<file path="src/rtl/pc_fetch_queue.sv">
// Fetch stage: samples the locked PC, issues one fetch at a time and queues {pc, word} for decode.
// Optional build macro PC_ALIGN_CHECK_EN turns misaligned PCs into faults instead of masking bits [1:0].
module pc_fetch_queue #(
  parameter int unsigned DEPTH      = 4,
  parameter logic [31:0] PROT_BASE  = 32'h0000_F000,
  parameter logic [31:0] PROT_LIMIT = 32'h0001_0000
) (
  input  logic        clk,
  input  logic        resetn,
  input  logic [31:0] program_counter,
  input  logic        lock_status,
  input  logic        flush,
  output logic        req_valid,
  output logic [31:0] req_addr,
  input  logic        req_ready,
  input  logic        rsp_valid,
  input  logic [31:0] rsp_data,
  output logic        inst_valid,
  output logic [31:0] inst_data,
  output logic [31:0] inst_pc,
  input  logic        inst_ready,
  output logic        fault
);
  localparam int unsigned AW       = $clog2(DEPTH);
  localparam logic [AW:0] FULL_CNT = (AW+1)'(DEPTH);

  typedef enum logic [2:0] {IDLE, REQ, WAIT, DRAIN, FAULT} state_t;

  typedef struct packed {
    logic [31:0] pc;
    logic [31:0] data;
  } entry_t;

  state_t        state_q, state_d;
  logic [31:0]   addr_q;
  entry_t        mem_q [DEPTH];
  logic [AW-1:0] wr_ptr_q, rd_ptr_q;
  logic [AW:0]   count_q;

  logic          full, sample, push, pop;
  logic [31:0]   pc_s;
  logic          prot_s, bad_s;

  assign full = (count_q == FULL_CNT);

`ifdef PC_ALIGN_CHECK_EN
  assign pc_s  = program_counter;
  assign bad_s = prot_s || (program_counter[1:0] != 2'b00);
`else
  logic unused_pc_lsb;
  assign unused_pc_lsb = ^program_counter[1:0];
  assign pc_s  = {program_counter[31:2], 2'b00};
  assign bad_s = prot_s;
`endif

  assign prot_s = lock_status && (pc_s >= PROT_BASE) && (pc_s < PROT_LIMIT);

  always_comb begin
    state_d = state_q;
    sample  = 1'b0;
    case (state_q)
      IDLE: begin
        if (!full) begin
          sample  = 1'b1;
          state_d = bad_s ? FAULT : REQ;
        end
      end
      REQ:     if (req_ready) state_d = WAIT;
      WAIT:    if (rsp_valid) state_d = IDLE;
      DRAIN:   if (rsp_valid) state_d = IDLE;
      FAULT:   state_d = FAULT;
      default: state_d = IDLE;
    endcase
    // Flush overrides everything; an accepted request still owes a response, so
    // that response must be drained before the next fetch can be trusted.
    if (flush) begin
      sample = 1'b0;
      case (state_q)
        REQ:     state_d = req_ready ? DRAIN : IDLE;
        WAIT:    state_d = rsp_valid ? IDLE : DRAIN;
        DRAIN:   state_d = rsp_valid ? IDLE : DRAIN;
        default: state_d = IDLE;
      endcase
    end
  end

  always_ff @(posedge clk or negedge resetn) begin
    if (!resetn) begin
      state_q <= IDLE;
      addr_q  <= '0;
    end else begin
      state_q <= state_d;
      if (sample) addr_q <= pc_s;
    end
  end

  assign push = (state_q == WAIT) && rsp_valid && !flush;
  assign pop  = inst_valid && inst_ready && !flush;

  always_ff @(posedge clk or negedge resetn) begin
    if (!resetn) begin
      wr_ptr_q <= '0;
      rd_ptr_q <= '0;
      count_q  <= '0;
      for (int i = 0; i < DEPTH; i++) mem_q[i] <= '0;
    end else if (flush) begin
      wr_ptr_q <= '0;
      rd_ptr_q <= '0;
      count_q  <= '0;
    end else begin
      if (push) begin
        mem_q[wr_ptr_q] <= '{pc: addr_q, data: rsp_data};
        wr_ptr_q        <= wr_ptr_q + 1'b1;
      end
      if (pop) rd_ptr_q <= rd_ptr_q + 1'b1;
      case ({push, pop})
        2'b10:   count_q <= count_q + 1'b1;
        2'b01:   count_q <= count_q - 1'b1;
        default: count_q <= count_q;
      endcase
    end
  end

  // Head is read from registered storage only, so rsp_* never reaches inst_* combinationally.
  assign req_valid  = (state_q == REQ);
  assign req_addr   = addr_q;
  assign fault      = (state_q == FAULT);
  assign inst_valid = (count_q != '0);
  assign inst_data  = mem_q[rd_ptr_q].data;
  assign inst_pc    = mem_q[rd_ptr_q].pc;

endmodule

</file>
<file path="config.mk">
export PLATFORM = sky130hd
export DESIGN_NAME = pc_fetch_queue
export DESIGN_NICKNAME = d
export VERILOG_FILES = /design/src/rtl/pc_fetch_queue.sv
export SDC_FILE = /design/constraint.sdc
export NUM_CORES = 1
export LEC_CHECK = 0
export ABC_AREA = 1
export CAP_MARGIN = 20
export CORE_UTILIZATION = 23
export DETAILED_ROUTE_END_ITERATION = 10
export MAX_ROUTING_LAYER = met4
export PLACE_DENSITY = 0.41
export SYNTH_ARGS = -nofsm -noshare
export SYNTH_HDL_FRONTEND = slang
export SYNTH_SLANG_ARGS = --single-unit
export TNS_END_PERCENT = 50
</file>
<file path="constraint.sdc">
create_clock -name clk -period 5.56 [get_ports clk]
set_clock_uncertainty 0.05 [all_clocks]
set_input_delay 1.112 -clock clk [delete_from_list [all_inputs] [get_ports clk]]
set_output_delay 1.112 -clock clk [all_outputs]
set_load 0.005 [all_outputs]
</file>
==> flow_results.xml <==
<?xml version="1.0" encoding="UTF-8"?>
<metrics>
  <group name="clock_network">
    <metric name="ctsRootBufferMaster" unit="">clkbuf_16</metric>
    <metric name="clk_transition_reported_paths" unit="ps">50</metric>
    <metric name="clock_insertion_delay_worst_skew" unit="ps">540</metric>
    <metric name="max-clock-path-buffers" unit="">3</metric>
    <metric name="cts_max_level" unit="">2</metric>
    <metric name="ctsHoldBuffers" unit="">0</metric>
    <metric name="tritoncts" unit="">built</metric>
    <metric name="cts_repair_resize_count" unit="">0</metric>
    <metric name="cts_setup_buffers" unit="">0</metric>
    <metric name="cts_sinks" unit="">288</metric>
    <metric name="numCtsBuffers" unit="">37</metric>
  </group>
  <group name="setup_path">
    <metric name="timing.critical_path.arrival" unit="ps">2890</metric>
    <metric name="crit_path_max_fanout" unit="">68</metric>
    <metric name="worst_setup_path_startpoint" unit="">rd_ptr_q[0]</metric>
    <metric name="worst_r2r_endpoint" unit="">mem_q[253]</metric>
    <metric name="end_kind" unit="">output port</metric>
    <metric name="worstRegToRegCells" unit="">7</metric>
    <metric name="worstSetupPathType" unit="">register to output port</metric>
    <metric name="cp.required" unit="ps">4400</metric>
    <metric name="regToRegStartpoint" unit="">state_q[0]</metric>
    <metric name="timing.critical_path.from_type" unit="">register</metric>
    <metric name="regToRegSetupSlack" unit="ps">3280</metric>
  </group>
  <group name="route">
    <metric name="vias_per_cell" unit="">4.40</metric>
    <metric name="wl_met1" unit="mm">17.9</metric>
    <metric name="route.top_layer_used" unit="">met4</metric>
    <metric name="num_vias" unit="">9993</metric>
    <metric name="first_pass_iters" unit="">4</metric>
    <metric name="drtIter0Drc" unit="">586</metric>
    <metric name="route.antenna.remaining_nets" unit="">0</metric>
    <metric name="drc_errors" unit="">0</metric>
    <metric name="met2_length" unit="mm">15.9</metric>
    <metric name="totalWireLength" unit="mm">35.8</metric>
    <metric name="drt-wirelength-per-cell" unit="um">15.8</metric>
    <metric name="met3RoutedLength" unit="mm">1.39</metric>
  </group>
  <group name="logic_synthesis">
    <metric name="synth_area" unit="um2">12600</metric>
    <metric name="synth.top_cells.by_area" unit="">dfrtp_1 57%, o21ai_1 9.2%, nand2_1 8.5%, o21ai_0 5.6%, nor2_1 5.2%</metric>
    <metric name="synth_fa_ha_area_share" unit="%">0.557</metric>
    <metric name="synth_flop_cell" unit="">dfrtp_1</metric>
    <metric name="synth_compound_area_share" unit="%">19.8</metric>
    <metric name="synthDominantAreaCellType" unit="">dfrtp_1</metric>
    <metric name="synth_common_cells" unit="">288 x dfrtp_1, 285 x nand2_1, 232 x o21ai_1, 173 x nor2_1, 140 x o21ai_0</metric>
    <metric name="postSynth.asyncResetShare" unit="%">100</metric>
    <metric name="yosysWarningCount" unit="">0</metric>
    <metric name="synthDistinctLibCells" unit="">26</metric>
    <metric name="number_of_synthesized_flops_with_an_enable_pin" unit="">0</metric>
    <metric name="combinational_family_with_the_most_area_after_synthesis" unit="">compound AO/OA/AOI/OAI gates</metric>
    <metric name="count_leader_synth" unit="">dfrtp_1</metric>
    <metric name="syn-mean-instance-area" unit="um2">8.81</metric>
    <metric name="synth_simple_gate_area_share" unit="%">14.7</metric>
    <metric name="synth_seq_area_share" unit="%">57.3</metric>
    <metric name="synth_xor_xnor_area_share" unit="%">0.0697</metric>
    <metric name="postSynthCellCount" unit="">1426</metric>
    <metric name="synthMuxAreaShare" unit="%">0</metric>
    <metric name="synth-seq-cells" unit="">288</metric>
    <metric name="synth_top_area_share" unit="%">57.3</metric>
  </group>
  <group name="floorplan">
    <metric name="dieHeight" unit="um">236</metric>
    <metric name="floorplan.io_pins" unit="">170</metric>
    <metric name="placement_rows" unit="">85</metric>
    <metric name="placeableCoreArea" unit="um2">53900</metric>
    <metric name="die_x" unit="um">236</metric>
    <metric name="start_util" unit="%">23.3</metric>
    <metric name="die-area" unit="um2">55600</metric>
  </group>
  <group name="sta">
    <metric name="max_slew.worst_pin.slew" unit="ps">958</metric>
    <metric name="worst_slew_margin_relative_to_its_limit" unit="%">36.1</metric>
    <metric name="final_period_minus_worst_setup_slack" unit="ps">4050</metric>
    <metric name="report.final.hold_viol_count" unit="">0</metric>
    <metric name="final_min_period_over_clock_period" unit="%">72.8</metric>
    <metric name="finalMaxSlewViolations" unit="">0</metric>
    <metric name="finalWorstSetupSlack" unit="ps">1510</metric>
    <metric name="fin_setup_tns" unit="ps">0</metric>
    <metric name="rsz0062_at_grt" unit="">false</metric>
    <metric name="max_clock_freq" unit="MHz">247</metric>
    <metric name="finalSetupViolCount" unit="">0</metric>
  </group>
  <group name="place">
    <metric name="gpl.final_weighted_congestion" unit="">0.759</metric>
    <metric name="hpwl" unit="mm">21.0</metric>
    <metric name="placed_cells_incl_taps" unit="">2203</metric>
    <metric name="post-place-ws" unit="ps">1960</metric>
    <metric name="buffer_ports.inserted" unit="">163</metric>
    <metric name="post_dp_cell_area" unit="um2">14600</metric>
  </group>
  <group name="finish">
    <metric name="nets" unit="">1622</metric>
    <metric name="antenna_cells" unit="">0</metric>
    <metric name="layout_cell_area_excl_fill" unit="um2">16000</metric>
    <metric name="post_layout_nonfiller_instances" unit="">2269</metric>
    <metric name="drive_above_1_share" unit="%">6.55</metric>
    <metric name="area.sequential" unit="um2">7210</metric>
    <metric name="nFillCells" unit="">5741</metric>
    <metric name="multi_input_area" unit="um2">4430</metric>
    <metric name="areaGrowthSynthToFinish" unit="%">27.0</metric>
  </group>
  <group name="worst_hold_path">
    <metric name="worstHoldEndpoint" unit="">mem_q[128]</metric>
    <metric name="min_path_cells" unit="">2</metric>
    <metric name="holdCritStartpoint" unit="">mem_q[128]</metric>
    <metric name="min-delay-path-class" unit="">register to register</metric>
  </group>
  <group name="power_and_ir_drop">
    <metric name="p_leak" unit="nW">7.33</metric>
    <metric name="vdd_drop_max" unit="mV">0.204</metric>
    <metric name="cellPowerDensity" unit="nW/um2">518</metric>
  </group>
  <group name="status">
    <metric name="result_of_the_run" unit="">completed</metric>
  </group>
  <group name="global_route">
    <metric name="largest_net_degree_at_the_start_of_global_routing" unit="">107</metric>
    <metric name="aggregate_global_routing_overflow" unit="">0</metric>
    <metric name="antenna_found_initial" unit="">0</metric>
    <metric name="grt_pass1_vias" unit="">10107</metric>
    <metric name="grt_pass1_wl" unit="mm">58.1</metric>
    <metric name="total_routing_resource_utilization_after_global_routing" unit="%">13.6</metric>
  </group>
  <group name="run">
    <metric name="cap_viol_max_count" unit="">0</metric>
  </group>
</metrics>
## worst max-delay path, cell delays in order, from the launching register on
cell	delay, ps
dfrtp_4	490
inv_4	510
buf_12	360
o21ai_0	150
o22ai_1	160
clkdlybuf4s50_1	590
## metal layers
| layer | track usage, % | vias up |
|---|---|---|
| li1 | - | 4974 |
| met1 | 18.7 | 4781 |
| met2 | 20.5 | 190 |
| met3 | 2.32 | 48 |
| met4 | 3.92 | 0 |
| met5 | - | - |
## area by class of cell
class                      instances  area share, %
clock buffer                      52           6.99
clock inverter                    14           1.29
inverter                          80           1.90
multi-input combinational        959           27.7
sequential                       288           45.2
tap                              696           5.46
timing repair buffer             180           11.4
## stage by stage
step                      hold WS (ps)  power [mW]  utilization (%)
after floorplan                    398        4.31                -
after global placement             412        5.76             27.1
after detailed placement           418        5.78             27.1
after CTS                          431        8.43             29.6
after global routing               451        8.88             29.6
final                              427        8.26             29.6
## power by group
group,total (mW),internal [mW],switching (mW),leakage [nW]
clock,2.57,1.63,0.937,0.653
sequential,2.93,2.65,0.289,3.80
combinational,2.76,1.32,1.44,2.87
total,8.26,5.60,2.66,7.33
## worst max-delay path by stage
| stage | endpoint | slack [ps] |
|---|---|---|
| CTS | inst_data[30] | 1450 |
| floorplan | count_q[2] | 3110 |
| detailed placement | req_addr[11] | 1960 |
| global placement | inst_data[26] | 1910 |
| global route | inst_data[30] | 1320 |
| finish | inst_data[30] | 1510 |
## sequential cells by signal, indices dropped and copies added (netlist names)
register,count
rd_ptr_q,2
mem_q,248
wr_ptr_q,2
count_q,3
req_addr,30
state_q,3
## kinds of logic (layout without fill, tap and decap cells)
kind of cell               after synthesis  after routing
AOI/OAI and AO/OA                      475            475
and+or+nand+nor                        474            474
DFF                                    288            288
buffers and inverters                  182            326
adders and majority gates                5              5
other                                    1              4
xor gates and xnor gates                 1              1
## placed cells by master, fill, tap and decap left out
master	Yosys	layout
dfrtp_2	0	1
nand3_1	5	5
inv_4	0	1
nand2_1	285	285
xor2_1	1	1
o21ai_0	140	140
dfrtp_1	288	286
nor2_1	173	173
clkbuf_1	46	4
fa_1	1	1
nand2_2	3	3
dfrtp_4	0	1
conb_1	1	4
nand4_1	1	1
inv_2	3	4
clkdlybuf4s50_1	0	162
buf_4	7	12
clkbuf_8	0	9
nor3_1	1	1
inv_1	75	75
buf_8	0	1
nand3b_1	1	1
clkbuf_16	0	39
bufinv_16	0	5
ha_1	4	4
clkinvlp_4	0	1
buf_12	0	5
a21oi_1	32	32
o21ai_2	8	8
clkinv_2	0	6
o21ai_1	232	232
o22ai_1	63	63
clkinv_4	0	1
nor2_8	1	1
nand2_4	4	4
inv_6	0	1
Power figures use the tool's default switching activity.
